**src/rtl/axi4s_elastic_fifo.sv**
```systemverilog
// axi4s_elastic_fifo: AXI4-Stream elastic buffer built on a DEPTH-entry circular store.
// Full-rate push/pop, registered upstream ready, first-word fall-through on the
// downstream side, and an optional store-and-forward (packet) mode with a
// deadlock escape for packets larger than the buffer.
module axi4s_elastic_fifo #(
  parameter int AXI_WIDTH   = 64,
  parameter int USER_WIDTH  = 1,
  parameter int DEPTH       = 4,
  parameter int PACKET_MODE = 0
) (
  input  logic                         clk_i,
  input  logic                         rst_i,
  input  logic [AXI_WIDTH-1:0]         m_tdata_i,
  input  logic                         m_tvalid_i,
  output logic                         m_tready_o,
  input  logic                         m_tlast_i,
  input  logic [AXI_WIDTH/8-1:0]       m_tkeep_i,
  input  logic [USER_WIDTH-1:0]        m_tuser_i,
  output logic [AXI_WIDTH-1:0]         s_tdata_o,
  output logic                         s_tvalid_o,
  input  logic                         s_tready_i,
  output logic                         s_tlast_o,
  output logic [AXI_WIDTH/8-1:0]       s_tkeep_o,
  output logic [USER_WIDTH-1:0]        s_tuser_o,
  output logic [$clog2(DEPTH+1)-1:0]   fill_level_o
);

  localparam int KEEP_W = AXI_WIDTH / 8;
  localparam int PTR_W  = $clog2(DEPTH);
  localparam int CNT_W  = $clog2(DEPTH + 1);
  localparam int ENT_W  = AXI_WIDTH + KEEP_W + 1 + USER_WIDTH;

  localparam logic [PTR_W-1:0] PTR_ONE  = PTR_W'(1);
  localparam logic [CNT_W-1:0] CNT_ONE  = CNT_W'(1);
  localparam logic [CNT_W-1:0] CNT_ZERO = CNT_W'(0);
  localparam logic [CNT_W-1:0] CNT_FULL = CNT_W'(DEPTH);

  // Storage is deliberately not reset; entries are only read once valid.
  logic [ENT_W-1:0] r_mem [DEPTH];

  logic [PTR_W-1:0] r_wr_ptr;
  logic [PTR_W-1:0] r_rd_ptr;
  logic [CNT_W-1:0] r_count;
  logic [CNT_W-1:0] r_pkt_count;
  logic             r_full;
  logic             r_fwd;
  logic             r_alive;

  logic             w_ready;
  logic             w_valid;
  logic             w_push;
  logic             w_pop;
  logic             w_rd_last;
  logic [ENT_W-1:0] w_rd_entry;
  logic [CNT_W-1:0] w_count_nxt;
  logic [CNT_W-1:0] w_pkt_nxt;
  logic             w_fwd_set;
  logic             w_fwd_nxt;

  // Upstream ready depends only on registers, never on s_tready_i.
  assign w_ready    = r_alive && !r_full;
  assign w_push     = m_tvalid_i && w_ready;
  assign w_pop      = w_valid && s_tready_i;
  assign w_rd_entry = r_mem[r_rd_ptr];
  assign w_rd_last  = w_rd_entry[USER_WIDTH];

  assign m_tready_o   = w_ready;
  assign s_tvalid_o   = w_valid;
  assign fill_level_o = r_count;
  assign {s_tdata_o, s_tkeep_o, s_tlast_o, s_tuser_o} = w_rd_entry;

  // Downstream valid: any beat in cut-through, a complete packet (or escape) in packet mode.
  always_comb begin
    w_valid = 1'b0;
    if (r_count == CNT_ZERO) begin
      w_valid = 1'b0;
    end else if (PACKET_MODE == 0) begin
      w_valid = 1'b1;
    end else begin
      w_valid = (r_pkt_count != CNT_ZERO) || r_fwd;
    end
  end

  // Occupancy update: simultaneous push and pop leave the count unchanged.
  always_comb begin
    w_count_nxt = r_count;
    case ({w_push, w_pop})
      2'b10:   w_count_nxt = r_count + CNT_ONE;
      2'b01:   w_count_nxt = r_count - CNT_ONE;
      default: w_count_nxt = r_count;
    endcase
  end

  // Number of stored packet terminators (beats with tlast set).
  always_comb begin
    w_pkt_nxt = r_pkt_count;
    case ({w_push && m_tlast_i, w_pop && w_rd_last})
      2'b10:   w_pkt_nxt = r_pkt_count + CNT_ONE;
      2'b01:   w_pkt_nxt = r_pkt_count - CNT_ONE;
      default: w_pkt_nxt = r_pkt_count;
    endcase
  end

  // Forwarding escape: a full buffer holding no tlast would otherwise never drain.
  assign w_fwd_set = r_full && (r_pkt_count == CNT_ZERO);

  // Escape flag holds until the oversize packet's tlast leaves, unless re-armed that cycle.
  always_comb begin
    w_fwd_nxt = r_fwd;
    if (PACKET_MODE == 0) begin
      w_fwd_nxt = 1'b0;
    end else if (w_fwd_set) begin
      w_fwd_nxt = 1'b1;
    end else if (w_pop && w_rd_last) begin
      w_fwd_nxt = 1'b0;
    end else begin
      w_fwd_nxt = r_fwd;
    end
  end

  // Control state: pointers, counts, full flag, escape flag and post-reset ready enable.
  always_ff @(posedge clk_i or posedge rst_i) begin
    if (rst_i) begin
      r_wr_ptr    <= '0;
      r_rd_ptr    <= '0;
      r_count     <= '0;
      r_pkt_count <= '0;
      r_full      <= 1'b0;
      r_fwd       <= 1'b0;
      r_alive     <= 1'b0;
    end else begin
      r_alive     <= 1'b1;
      r_count     <= w_count_nxt;
      r_pkt_count <= w_pkt_nxt;
      r_full      <= (w_count_nxt == CNT_FULL);
      r_fwd       <= w_fwd_nxt;
      if (w_push) begin
        r_wr_ptr <= r_wr_ptr + PTR_ONE;
      end
      if (w_pop) begin
        r_rd_ptr <= r_rd_ptr + PTR_ONE;
      end
    end
  end

  // Beat storage write: {data, keep, last, user} at the write pointer.
  always_ff @(posedge clk_i) begin
    if (w_push) begin
      r_mem[r_wr_ptr] <= {m_tdata_i, m_tkeep_i, m_tlast_i, m_tuser_i};
    end
  end

endmodule

```
**config.mk**
```make
export PLATFORM = sky130hd
export DESIGN_NAME = axi4s_elastic_fifo
export DESIGN_NICKNAME = d
export VERILOG_FILES = /design/src/rtl/axi4s_elastic_fifo.sv
export SDC_FILE = /design/constraint.sdc
export NUM_CORES = 1
export LEC_CHECK = 0
export CAP_MARGIN = 20
export CORE_MARGIN = 2
export CORE_UTILIZATION = 30
export CTS_CLUSTER_SIZE = 16
export DETAILED_ROUTE_END_ITERATION = 7
export GPL_ROUTABILITY_DRIVEN = 1
export HOLD_SLACK_MARGIN = 0.06
export PLACE_DENSITY = 0.55
export SLEW_MARGIN = 20
export SYNTH_ARGS = -nofsm -noshare
export SYNTH_HDL_FRONTEND = slang
export SYNTH_SLANG_ARGS = --single-unit
```
**constraint.sdc**
```tcl
create_clock -name clk_i -period 6.1 [get_ports clk_i]
set_input_delay 1.22 -clock clk_i [delete_from_list [all_inputs] [get_ports clk_i]]
set_output_delay 1.22 -clock clk_i [all_outputs]
set_load 0.01 [all_outputs]
```
==> flow_metrics.tcl, run 1 <==
set metrics [dict create \
    status "complete, no violations" \
    seq_area_frac_synth_pct 81.2 \
    die-height_um 197 \
    grtUsageTotal_pct 11.4 \
    critPathCaptureType "output pin" \
    numCtsBuffers 35 \
    area_growth_syn_to_layout_pct 28.0 \
    die_w_um 197 \
    yosys.cell_types.count 26 \
    period_needed_ps 4150 \
    yosysTopAreaCellShare_pct 79.2 \
    cp-start-kind "flop" \
    rsz0062_at_grt "false" \
    critical_path_class "flop to output pin" \
    syn_area_per_cell_um2 25.9 \
    vias 5022 \
    syn_inst 433 \
    reg2reg_from "r_full$_DFF_PP0_" \
    finalHoldViolations 0 \
    worst-r2r-setup-slack_ps 3690 \
    clock-sinks 305 \
    yosys-top-cells-area "edfxtp_1, mux4_2, dfrtp_1, buf_12, ha_1" \
    path_buf_inv 2 \
    grt_max_degree 45 \
    die_area_um2 39000 \
    clk_path_buf_depth 3 \
    overflow 0 \
    slowest_stage "dfrtp_4" \
    slew_headroom_pct 49.0 \
    drtPass1Iterations 4 \
    synth-seq-cells 305 \
    cts_tree "built" \
    crit_family "buffers and inverters" \
    synth_warnings 0 \
    pin_count 157 \
    crit_chain "buf_12, mux4_2, clkdlybuf4s50_1" \
    clk_pin_slew_ps 50 \
    multiInputGateArea_um2 1930 \
    seqCellArea_um2 9120 \
    synth_ff_type "edfxtp_1" \
    power_mw 6.51 \
    required_ps 4880 \
    place_area_um2 13300 \
    clock_skew_ps 13.5 \
    routabilityCongestion 0.679 \
    powerDensity_nw_per_um2 453 \
    antenna_found_initial 1 \
    critPathMaxFanout 43 \
    root_buffer "clkbuf_16" \
    fmax_mhz 241 \
    post-place-cells 1046 \
    wl_per_cell_um 19.9 \
    drt_iter0_markers 219 \
    timing.hold.ws_ps 586 \
    final_cell_area_um2 14400 \
    cap_violations 0 \
    via_per_inst 4.55 \
    grt_pass1_vias 5718 \
    synth_edf_count 296 \
    worst_pin_slew_ps 765 \
    grt_pass1_wl_um 33500 \
    arrival_ps 2930 \
    ctsResizeCount 0 \
    h-tree-depth 2 \
    maxSlewViolCount 0 \
    start_util_pct 30.6 \
    cts_setup_buffers 0 \
    power.leakage_nw 4.58 \
    critical_path.startpoint "r_rd_ptr[0]$_DFFE_PP0P_" \
    place.port_buffers 156 \
    setup_violations 0 \
    async_flop_share_pct 2.95 \
    instances_no_fill 1104 \
    core-area_um2 36700 \
    tns_ps 0 \
    min_path_type "flop to flop" \
    nNetsFinal 699 \
    yosysTopAreaCell "edfxtp_1" \
    routed_wl_um 22000 \
    hp-start "fill_level_o[0]$_DFF_PP0_" \
    dp_hpwl_um 13400 \
    vdd_drop_max_mv 0.240 \
    min_period_over_period_pct 68.0 \
    fillerInstances 3264 \
    worstSkewPairLatency_ps 500 \
    rows 70 \
    syn-cell-area_um2 11200 \
    syn_nets 517 \
    final_cell_mix "edfxtp_1, clkdlybuf4s50_1, mux4_2, clkbuf_16, inv_1" \
    drc 0 \
    postCtsHoldBufs 0 \
    ant_nets 0 \
    critPathMaxStageDelay_ps 890 \
    layout_commonest_cell "edfxtp_1" \
    drive_gt1_share_pct 20.8 \
]
-- stage by stage --
stage / setup WS, ps / util (%)
6_report: 1950 / 39.2
5_1_grt: 1700 / 39.2
4_1_cts: 1820 / 39.2
3_5_place_dp: 2370 / 36.2
3_3_place_gp: 2380 / 36.2
2_1_floorplan: 2670 / -
-- flip-flops by register name, summed over array words and instances (netlist names) --
register,count
r_wr_ptr,2
fill_level_o,3
r_alive,1
r_mem,296
r_rd_ptr,2
r_full,1
-- cells in the mapped netlist, drive strengths merged (2+ instances only) --
| cell type | n |
|---|---|
| edfxtp | 296 |
| mux4 | 74 |
| buf | 15 |
| dfrtp | 9 |
| inv | 8 |
| ha | 5 |
| and3 | 4 |
| xnor2 | 4 |
| clkbuf | 2 |
| nand2 | 2 |
| xor2 | 2 |
-- layout make-up --
class	count	share of cell area, %
flip-flops and latches	305	63.5
multi-input cells	103	13.4
repair buffers	162	11.3
clock buffers	45	6.79
well taps	468	4.07
clock inverters	12	0.757
inverters	8	0.209
diodes	1	0.0174
-- layer usage --
layer  global-route usage (%)  up-vias  wire, um
li1                         -     2207         -
met1                     13.6     2635      8810
met2                     20.2      144     11400
met3                     3.07       36      1300
met4                     3.70        0       459
met5                        0        -         0
-- worst paths after layout --
kind                                             endpoint  cells after the start
worst min-delay path            fill_level_o[0]$_DFF_PP0_                      1
max in group asynchronous         r_rd_ptr[0]$_DFFE_PP0P_                      2
worst max-delay path                        s_tdata_o[25]                      3
worst max register to register     r_mem[3][27]$_DFFE_PP_                      3
worst min register to register  fill_level_o[0]$_DFF_PP0_                      1
min in group asynchronous       fill_level_o[2]$_DFF_PP0_                      2
-- where the power goes --
part | internal [mW] | leakage (nW) | switching, mW | total (mW)
Clock | 1.20 | 0.527 | 0.763 | 1.97
Sequential | 2.54 | 2.79 | 0.192 | 2.73
Combinational | 1.06 | 1.26 | 0.742 | 1.81
Total | 4.81 | 4.58 | 1.70 | 6.51
-- kinds of logic after synthesis --
kind of cell | count (synthesis) | share of synthesized area (%)
simple gates | 11 | 0.535
other cells | 1 | 0.0334
fa+ha+maj | 6 | 0.736
flops | 305 | 81.2
buf+inv | 25 | 1.79
mux | 76 | 15.0
compound gates | 3 | 0.201
xor+xnor | 6 | 0.468
Power figures use the tool's default switching activity.
==> run 2: changes to the inputs <==
clock period = 3.91 ns   (was 6.1 ns; I/O delays follow)
==> flow_metrics.tcl, run 2 (same netlist as run 1, synthesis figures left out) <==
set metrics [dict create \
    period_needed_ps 3400 \
    vias 5066 \
    path_buf_inv 2 \
    tns_ps 0 \
    rsz0062_at_grt "false" \
    dp_hpwl_um 13500 \
    core-area_um2 36700 \
    grtUsageTotal_pct 11.7 \
    rows 70 \
    die_w_um 197 \
    ctsResizeCount 0 \
    min_period_over_period_pct 87.0 \
    wl_per_cell_um 20.4 \
    cp-start-kind "flop" \
    area_growth_syn_to_layout_pct 28.8 \
    via_per_inst 4.57 \
    h-tree-depth 2 \
    power.leakage_nw 4.61 \
    worstSkewPairLatency_ps 500 \
    grt_pass1_wl_um 34100 \
    critPathMaxFanout 33 \
    numCtsBuffers 35 \
    crit_chain "buf_12, mux4_2, clkdlybuf4s50_1" \
    vdd_drop_max_mv 0.359 \
    clk_path_buf_depth 3 \
    antenna_found_initial 1 \
    min_path_type "primary input to async pin" \
    cap_violations 0 \
    powerDensity_nw_per_um2 707 \
    routed_wl_um 22600 \
    grt_pass1_vias 5740 \
    pin_count 157 \
    nNetsFinal 701 \
    largest_reg_flops 296 \
    critPathMaxStageDelay_ps 670 \
    routabilityCongestion 0.691 \
    place.port_buffers 156 \
    status "complete, no violations" \
    maxSlewViolCount 0 \
    drc 0 \
    finalHoldViolations 0 \
    cts_setup_buffers 0 \
    critPathCaptureType "output pin" \
    root_buffer "clkbuf_16" \
    critical_path_class "flop to output pin" \
    crit_family "buffers and inverters" \
    largest_register "r_mem" \
    drtPass1Iterations 4 \
    die_area_um2 39000 \
    required_ps 3130 \
    clk_pin_slew_ps 60 \
    power_mw 10.2 \
    overflow 0 \
    die-height_um 197 \
    arrival_ps 2620 \
    clock_skew_ps 8.65 \
    drive_gt1_share_pct 21.1 \
    clock-sinks 305 \
    start_util_pct 30.6 \
    final_core_util_pct 39.4 \
    postCtsHoldBufs 0 \
    cts_tree "built" \
    timing.hold.ws_ps 558 \
    grt_max_degree 57 \
    final_cell_mix "edfxtp_1, clkdlybuf4s50_1, mux4_2, clkbuf_16" \
    slowest_stage "dfrtp_4" \
    ant_nets 0 \
    final_cell_area_um2 14500 \
    place_area_um2 13400 \
    drt_iter0_markers 245 \
    setup_violations 0 \
    layout_commonest_cell "edfxtp_1" \
    fmax_mhz 294 \
]
## run 2: cell count changes in the layout (fill, tap and decap cells not counted), sizes merged
| cell | delta |
|---|---|
| buf | +2 |
| clkbuf | -3 |
| clkinv | +5 |
## run 2: through the flow
stage | setup slack (ps) | instances
6_report | 509 | 1108
2_1_floorplan | 918 | 433
3_3_place_gp | 963 | 1048
3_5_place_dp | 938 | 1048
4_1_cts | 398 | 1107
5_1_grt | 317 | 1107
## run 2: report_power, final
| part | leakage (nW) | internal, mW | switching (mW) |
|---|---|---|---|
| clock network | 0.526 | 1.84 | 1.20 |
| logic | 1.29 | 1.71 | 1.28 |
| registers | 2.79 | 3.97 | 0.214 |
## run 2: worst register-to-register path, cell delays in order (launching register included)
cell	delay [ps]
dfrtp_1	360
nor2b_1	380
and2_1	260
inv_1	60
ha_1	210
inv_1	80
fa_1	170
xor2_1	240
mux2i_1	110
a2111oi_0	270
## run 2: final timing paths
path	start	to	slack, ps	depth (start not counted)
max reg2reg	r_full$_DFF_PP0_	r_full$_DFF_PP0_	1660	9
min in group clk_i	fill_level_o[0]$_DFF_PP0_	fill_level_o[0]$_DFF_PP0_	580	1
min reg2reg	fill_level_o[0]$_DFF_PP0_	fill_level_o[0]$_DFF_PP0_	580	1
min	rst_i	fill_level_o[0]$_DFF_PP0_	560	2
max in group asynchronous	rst_i	r_rd_ptr[0]$_DFFE_PP0P_	3050	2
max	r_rd_ptr[0]$_DFFE_PP0P_	s_tkeep_o[6]	510	3
## run 2: final cells by class
class                      instances  area, um2
sequential                       305       9120
timing repair buffer             164       1710
inverter                           8       30.0
tap                              468        586
clock buffer                      42        945
fill                            3273      22200
clock inverter                    17        131
multi-input combinational        103       1930
antenna                            1       2.50
## run 2: routing by layer
layer | global-route usage [%] | wire length, um | up-vias
met3 | 3.00 | 1180 | 41
met4 | 3.45 | 509 | 0
li1 | - | - | 2226
met2 | 20.2 | 11300 | 128
met1 | 14.7 | 9680 | 2671
met5 | 0 | 0 | -
==> run 3: changes to the inputs <==
TNS_END_PERCENT = 50   (was unset)
==> results of run 3 <==
The final DEF is identical to that of run 2; final timing and power are the same.
